`src/rtl/ghost_dir_gen.sv`:
```
// Per-ghost pseudo-random direction picker driven by a shared 16-bit LFSR.
// Each ghost re-picks on its own period timer or on a junction request, honouring its wall mask.
module ghost_dir_gen #(
    parameter int NUM_GHOSTS = 4,
    parameter int PERIOD_W   = 24,
    parameter bit NO_REVERSE = 1'b1
) (
    input  logic                    Clk,
    input  logic                    Reset,
    input  logic                    enable,
    input  logic [PERIOD_W-1:0]     period,
    input  logic [4*NUM_GHOSTS-1:0] blocked,
    input  logic [NUM_GHOSTS-1:0]   req,
    output logic [8*NUM_GHOSTS-1:0] dir,
    output logic [NUM_GHOSTS-1:0]   dir_valid
);

    localparam logic [15:0] LFSR_SEED = 16'hACE1;

    // Direction indices: 0 = L, 1 = R, 2 = D, 3 = U. Reverse of any index is index ^ 1.
    function automatic logic [7:0] code_of(input logic [1:0] idx);
        logic [7:0] code;
        case (idx)
            2'd0:    code = 8'h04;
            2'd1:    code = 8'h07;
            2'd2:    code = 8'h16;
            default: code = 8'h1A;
        endcase
        return code;
    endfunction

    // Returns {picked, idx}; picked = 0 means the ghost is fully enclosed and holds.
    function automatic logic [2:0] pick(input logic [1:0] cur, input logic [3:0] blk,
                                        input logic [1:0] k);
        logic [3:0] allowed;
        logic [1:0] rev;
        logic [1:0] cand;
        logic [1:0] idx;
        logic       found;
        rev     = cur ^ 2'd1;
        allowed = ~blk;
        if (NO_REVERSE) allowed[rev] = 1'b0;
        found = 1'b0;
        idx   = cur;
        for (int j = 0; j < 4; j++) begin
            cand = k + 2'(j);
            if (!found && allowed[cand]) begin
                found = 1'b1;
                idx   = cand;
            end
        end
        if (!found && !blk[rev]) begin
            found = 1'b1;
            idx   = rev;
        end
        return {found, idx};
    endfunction

    logic [15:0]         lfsr;
    logic [15:0]         lfsr_next;
    logic [PERIOD_W-1:0] cnt      [NUM_GHOSTS];
    logic [1:0]          cur_idx  [NUM_GHOSTS];
    logic [1:0]          next_idx [NUM_GHOSTS];
    logic [NUM_GHOSTS-1:0] ev;
    logic [NUM_GHOSTS-1:0] pick_ok;
    logic [PERIOD_W-1:0] thresh;
    logic [2:0]          pick_res;

    assign lfsr_next = {lfsr[14:0], lfsr[15] ^ lfsr[13] ^ lfsr[12] ^ lfsr[10]};

    // period of 0 behaves like 1, so the threshold saturates at 0.
    assign thresh = (period == '0) ? '0 : period - PERIOD_W'(1);

    always_comb begin
        ev       = '0;
        pick_ok  = '0;
        pick_res = '0;
        for (int i = 0; i < NUM_GHOSTS; i++) begin
            next_idx[i] = cur_idx[i];
            ev[i]       = (enable && (cnt[i] >= thresh)) || req[i];
            pick_res    = pick(cur_idx[i], blocked[4*i +: 4], lfsr[2*i +: 2]);
            pick_ok[i]  = pick_res[2];
            next_idx[i] = pick_res[1:0];
        end
    end

    // dir_valid is a one-cycle strobe with no back-pressure: it is high in exactly the
    // cycle after a successful pick, and dir slice i is valid to consume in that cycle.
    always_ff @(posedge Clk) begin
        if (Reset) begin
            lfsr      <= LFSR_SEED;
            dir_valid <= '0;
            for (int i = 0; i < NUM_GHOSTS; i++) begin
                cnt[i]     <= '0;
                cur_idx[i] <= 2'd0;
            end
        end else begin
            lfsr <= lfsr_next;
            for (int i = 0; i < NUM_GHOSTS; i++) begin
                if (ev[i]) begin
                    cnt[i] <= '0;
                end else if (enable) begin
                    cnt[i] <= cnt[i] + PERIOD_W'(1);
                end
                dir_valid[i] <= ev[i] && pick_ok[i];
                if (ev[i] && pick_ok[i]) cur_idx[i] <= next_idx[i];
            end
        end
    end

    always_comb begin
        dir = '0;
        for (int i = 0; i < NUM_GHOSTS; i++) begin
            dir[8*i +: 8] = code_of(cur_idx[i]);
        end
    end

endmodule

```
`config.mk`:
```
export PLATFORM = sky130hd
export DESIGN_NAME = ghost_dir_gen
export DESIGN_NICKNAME = d
export VERILOG_FILES = /design/src/rtl/ghost_dir_gen.sv
export SDC_FILE = /design/constraint.sdc
export NUM_CORES = 1
export LEC_CHECK = 0
export CORE_ASPECT_RATIO = 1.75
export CORE_MARGIN = 5
export CORE_UTILIZATION = 64
export CTS_CLUSTER_DIAMETER = 60
export DETAILED_ROUTE_END_ITERATION = 10
export PLACE_DENSITY = 0.9
export SLEW_MARGIN = 10
export SYNTH_ARGS = -nofsm -noshare
export SYNTH_HDL_FRONTEND = slang
export SYNTH_SLANG_ARGS = --single-unit
```
`constraint.sdc`:
```
create_clock -name Clk -period 6.7 [get_ports Clk]
set_input_delay 0.67 -clock Clk [delete_from_list [all_inputs] [get_ports Clk]]
set_output_delay 0.67 -clock Clk [all_outputs]
set_load 0.01 [all_outputs]
```
After elaboration in Yosys (flattened, before gate mapping)
Memory sizes are Yosys's and may differ from the RTL's.
Index checks and enable logic that the tools add are counted.
{ "op_classes": {"n_eq_ne": 8, "n_addsub": 17, "n_reduce_logical": 57, "n_bitwise": 31, "muxes": 144, "magnitude_cmp": 28} }
{ "ops": {"columns": ["operator", "n"], "rows": [
  ["2-to-1 mux 24 bit", 9],
  ["adder 24 x 1 -> 24 bit (second input constant)", 4],
  ["greater-or-equal comparator 24 bit", 4],
  ["2-to-1 mux 1 bit", 83],
  ["less-than comparator 2 x 3 -> 1 bit (second input constant)", 20],
  ["case mux 5 bit (3 select lines)", 4],
  ["2-to-1 mux 2 bit", 24],
  ["binary-select mux 1 bit (select 2 bit)", 20],
  ["NOT 4 bit", 8],
  ["logical AND 1 bit", 28],
  ["zero test 24 bit", 1],
  ["subtractor 24 x 1 -> 24 bit (second input constant)", 1],
  ["zero test 1 bit", 20],
  ["adder 2 bit (second input constant)", 8],
  ["AND 4 bit", 4],
  ["OR 1 bit", 12],
  ["adder 2 x 1 -> 2 bit (second input constant)", 4],
  ["demux 1 bit (select 2 bit)", 4],
  ["== test 2 x 1 -> 1 bit (second input constant)", 4],
  ["== test 2 bit (second input constant)", 4],
  ["greater-or-equal comparator 2 x 1 -> 1 bit (second input constant)", 4],
  ["zero test 2 bit", 4],
  ["logical OR 1 bit", 4],
  ["NOT 1 bit", 4],
  ["XOR 1 bit", 3]
]} }
{ "totals": {"mem_bits_rw": 104, "register_bits": 20, "inputBits": 47, "n_memories": 2, "output_inout_bits": 36} }
{ "memory_table": {"columns": ["memory", "depth", "word_bits", "read_ports", "rd_clocked_by_memory_dff", "write_ports", "line", "rtl"], "rows": [
  ["cnt", 4, 24, 4, 0, 4, "61", "logic [PERIOD_W-1:0] cnt [NUM_GHOSTS];"],
  ["cur_idx", 4, 2, 4, 0, 4, "62", "logic [1:0] cur_idx [NUM_GHOSTS];"]
]} }

Longest topological paths before layout
An unclocked memory read counts as a cell.
{ "logic_depth": {"word_depth": 28, "depth_mapped": 16} }

Worst setup path before layout
Ideal clock, no wire load.
{ "synth_timing": {"path_kind": "input port to flip-flop", "start": "in period[15]", "end": "mem cnt[1][16] (data pin)", "arrival_time_ns": 3.835, "slack_ns": 2.597, "required_ns": 6.432, "setup_ns": 0.268, "stages": 13, "path_cell_list": "or4_4 -> or4b_1 -> nor3_1 -> xor2_1 -> nand2_1 -> ha_1 -> nand4_1 -> or4_1 -> o211ai_1 -> a211o_1 -> buf_2 -> buf_2 -> nor3_1"} }
{ "synth_rtl": {"columns": ["item", "line", "rtl"], "rows": [
  ["from (decl)", "11", "input logic [PERIOD_W-1:0] period,"],
  ["to (decl)", "61", null]
]} }

==> key figures <==
Pwr
  • Leak: 4.47 nW
  • Max VDD drop: 0.000161 V
  • Pwr per Cell Area: 202 nW/µm²

Clock network
  • CTS Sinks: 124
  • CTS root buffer: clkbuf_16
  • CTS H-tree lvls: 4
  • CTS resizes: 0
  • Maximum buffer depth of the clock tree: 2
  • Postcts setup bufs: 0
  • TritonCTS clock tree: done
  • Clock Latency Late Sink: 430 ps
  • Num CTS Buffers: 17
  • Clock-pin slew on the worst setup and hold paths: 60 ps
  • Cts-stage hold buffer count: 0

Global route
  • Antenna violations before repair: 0
  • Global route total overflow: 0
  • Largest net degree at the start of global routing: 30
  • First-pass GRT wire length: 41,400 µm
  • Total track usage: 27.8%
  • Vias in the first global route: 8,626

Die
  • FP Rows: 60
  • # IOs: 83
  • Die area: 18,000 µm²
  • Initial Utilization: 64.5%
  • Height of the die: 174 µm
  • Core Area: 15,200 µm²
  • DIE WIDTH: 104 µm

Critical path
  • Critical Path Slowest Stage Cell: or4_1
  • Crit start category: input pin
  • Critical path fanouts, max: 24
  • Critical path class: in2reg
  • WP buf/inv: 1
  • Worst setup EP type: flip-flop
  • CP required: 6960 ps
  • CP cell instances: clkdlybuf4s50_1 -> or4_4 -> nor3_2 -> nor3b_2 -> nand3_1 -> nand2_1 -> ha_1 -> a211oi_1 -> o21ai_0 -> a221oi_2 -> o22ai_1 -> or4_1 -> nor2_1
  • CP peak stage delay: 880 ps
  • CP top delay family: simple AND/OR/NAND/NOR gates
  • CP Data Arrival Time: 5700 ps

Detailed routing
  • Drt total wl: 25,400 µm
  • Per-cell routed wire length: 19.0 µm
  • DR pass1 iterations: 5
  • DRC: 0
  • Vias: 8,683
  • 1st-iter DRT viols: 542
  • Antenna-violating nets left: 0
  • Via/cell ratio: 6.49

Layout
  • Post-Layout Cell Count: 1,338
  • Finished Cell Area: 11,100 µm²
  • Layout Area Growth over Synthesis: 12.8%
  • Layout net count: 1,288
  • Final core occ: 72.8%
  • Diode count: 0
  • Fraction of layout cells with a size suffix above 1: 5.03%

Timing
  • Slew @ Worst Pin: 1120 ps
  • Max-slew violation count: 0
  • WHS: 413 ps
  • Final setup fails: 0
  • Tmin final: 5440 ps
  • Clock Skews: 12.6 ps
  • Period utilisation layout: 81.2%
  • Setup TNS: 0 ps
  • Unrepaired setup endpoints after global routing: no
  • F_max: 0.184 GHz
  • Relative slew slack: 25.5%
  • Final Hold Vio Count: 0

Logic synthesis
  • Seq/Total Area, Yosys: 35.8%
  • #FFs+latches synth: 124
  • Syn. warnings: 0
  • Synth area leaders: edfxtp_1 32%, ha_1 13%, xor2_1 6.7%, nor2_1 5.4%, dfxtp_1 4.1%
  • Async SR Flop Fraction: 0%
  • Yosys top cell area share: 31.8%
  • Library cells used by synthesis: 69
  • EDFF count, synth: 104
  • Cell taking the most area after synthesis: edfxtp_1
  • Most instantiated cells after synthesis: 142 x nor2_1, 104 x edfxtp_1, 103 x nand2_1
  • Cell count after synthesis: 1,092
  • Synthesized area: 9830 µm²
  • Avg Cell Area, Syn: 9.00 µm²
  • Top_reg_cell synth: edfxtp_1
  • Most numerous cell in the Yosys netlist: nor2_1

Place
  • IO Port Bufs: 70
  • Final Wtd Congestion: 1.00
  • Dpl cells: 1,306
  • Hpwl dp: 18,500 µm
  • DP Area: 10,500 µm²

Status
  • Status: finished clean

Flow run
  • Number of max-cap violations: 0

Hold path
  • Worst hold-check path type: reg2reg
kinds of logic after synthesis:
| family | Yosys count | synth area share [%] |
|---|---|---|
| buffers and inverters | 81 | 3.86 |
| AOI/OAI and AO/OA | 176 | 11.5 |
| adders and majority gates | 102 | 13.0 |
| muxes | 12 | 1.39 |
| xor gates and xnor gates | 113 | 10.1 |
| and+or+nand+nor | 483 | 24.3 |
| DFF | 124 | 35.8 |
| other | 1 | 0.0381 |
final timing paths:
check | start | end | slack, ps | depth (start not counted)
max | period[15] | cnt[2][23] | 1260 | 13
min | lfsr[14] | lfsr[15] | 410 | 1
max reg2reg | cnt[2][2] | cnt[2][23] | 3680 | 7
min reg2reg | lfsr[14] | lfsr[15] | 410 | 1
worst reg2reg max path, cell delays in order (launching register included):
cell	delay, ps
edfxtp_1	490
ha_1	370
a211oi_1	290
o21ai_0	160
a221oi_2	290
o22ai_1	110
or4_1	880
nor2_1	250
state kept, by name (all words and copies together), names as in the netlist:
signal	flops
cur_idx	8
cnt	96
dir_valid	4
lfsr	16
metrics by stage:
| stage | total power, W | setup WS, ps |
|---|---|---|
| final | 0.00224 | 1260 |
| after global routing | 0.00233 | 1150 |
| after CTS | 0.00223 | 1340 |
| after detailed placement | 0.00136 | 946 |
| after global placement | 0.00135 | 1210 |
| after floorplan | 0.00122 | 2600 |
cell type report:
class	instances	area, µm²
Clock buffer	17	425
Clock inverter	15	125
Fill cell	1127	4150
Inverter	27	101
Multi-Input combinational cell	898	5970
Sequential cell	124	3520
Tap cell	186	233
Timing Repair Buffer	71	708
report_power, final:
group	switching, W	internal (W)	total (W)	leakage (nW)
clock network	0.000372	0.000508	0.000880	0.267
logic	0.000224	0.000185	0.000408	2.83
registers	0.0000700	0.000879	0.000949	1.37
placed cells by master (no fill, tap or decap), drive strengths merged, types with 20 or more instances in the layout:
master         instances
xnor2                 38
nor3                  47
dfxtp                 20
inv                   28
nor2                 143
nand2                103
nor2b                 20
a21oi                 52
nand3                 39
edfxtp               104
clkdlybuf4s50         70
nand4                 42
and3                  21
o21ai                 45
xor2                  75
ha                   102
layer usage:
| layer | global-route usage [%] | up-vias | wire length, µm |
|---|---|---|---|
| li1 | - | 4069 | - |
| met1 | 30.0 | 4076 | 9110 |
| met2 | 49.2 | 433 | 12900 |
| met3 | 4.53 | 105 | 1720 |
| met4 | 18.5 | 0 | 1730 |
| met5 | 0 | - | 0 |
Power figures use the tool's default switching activity.
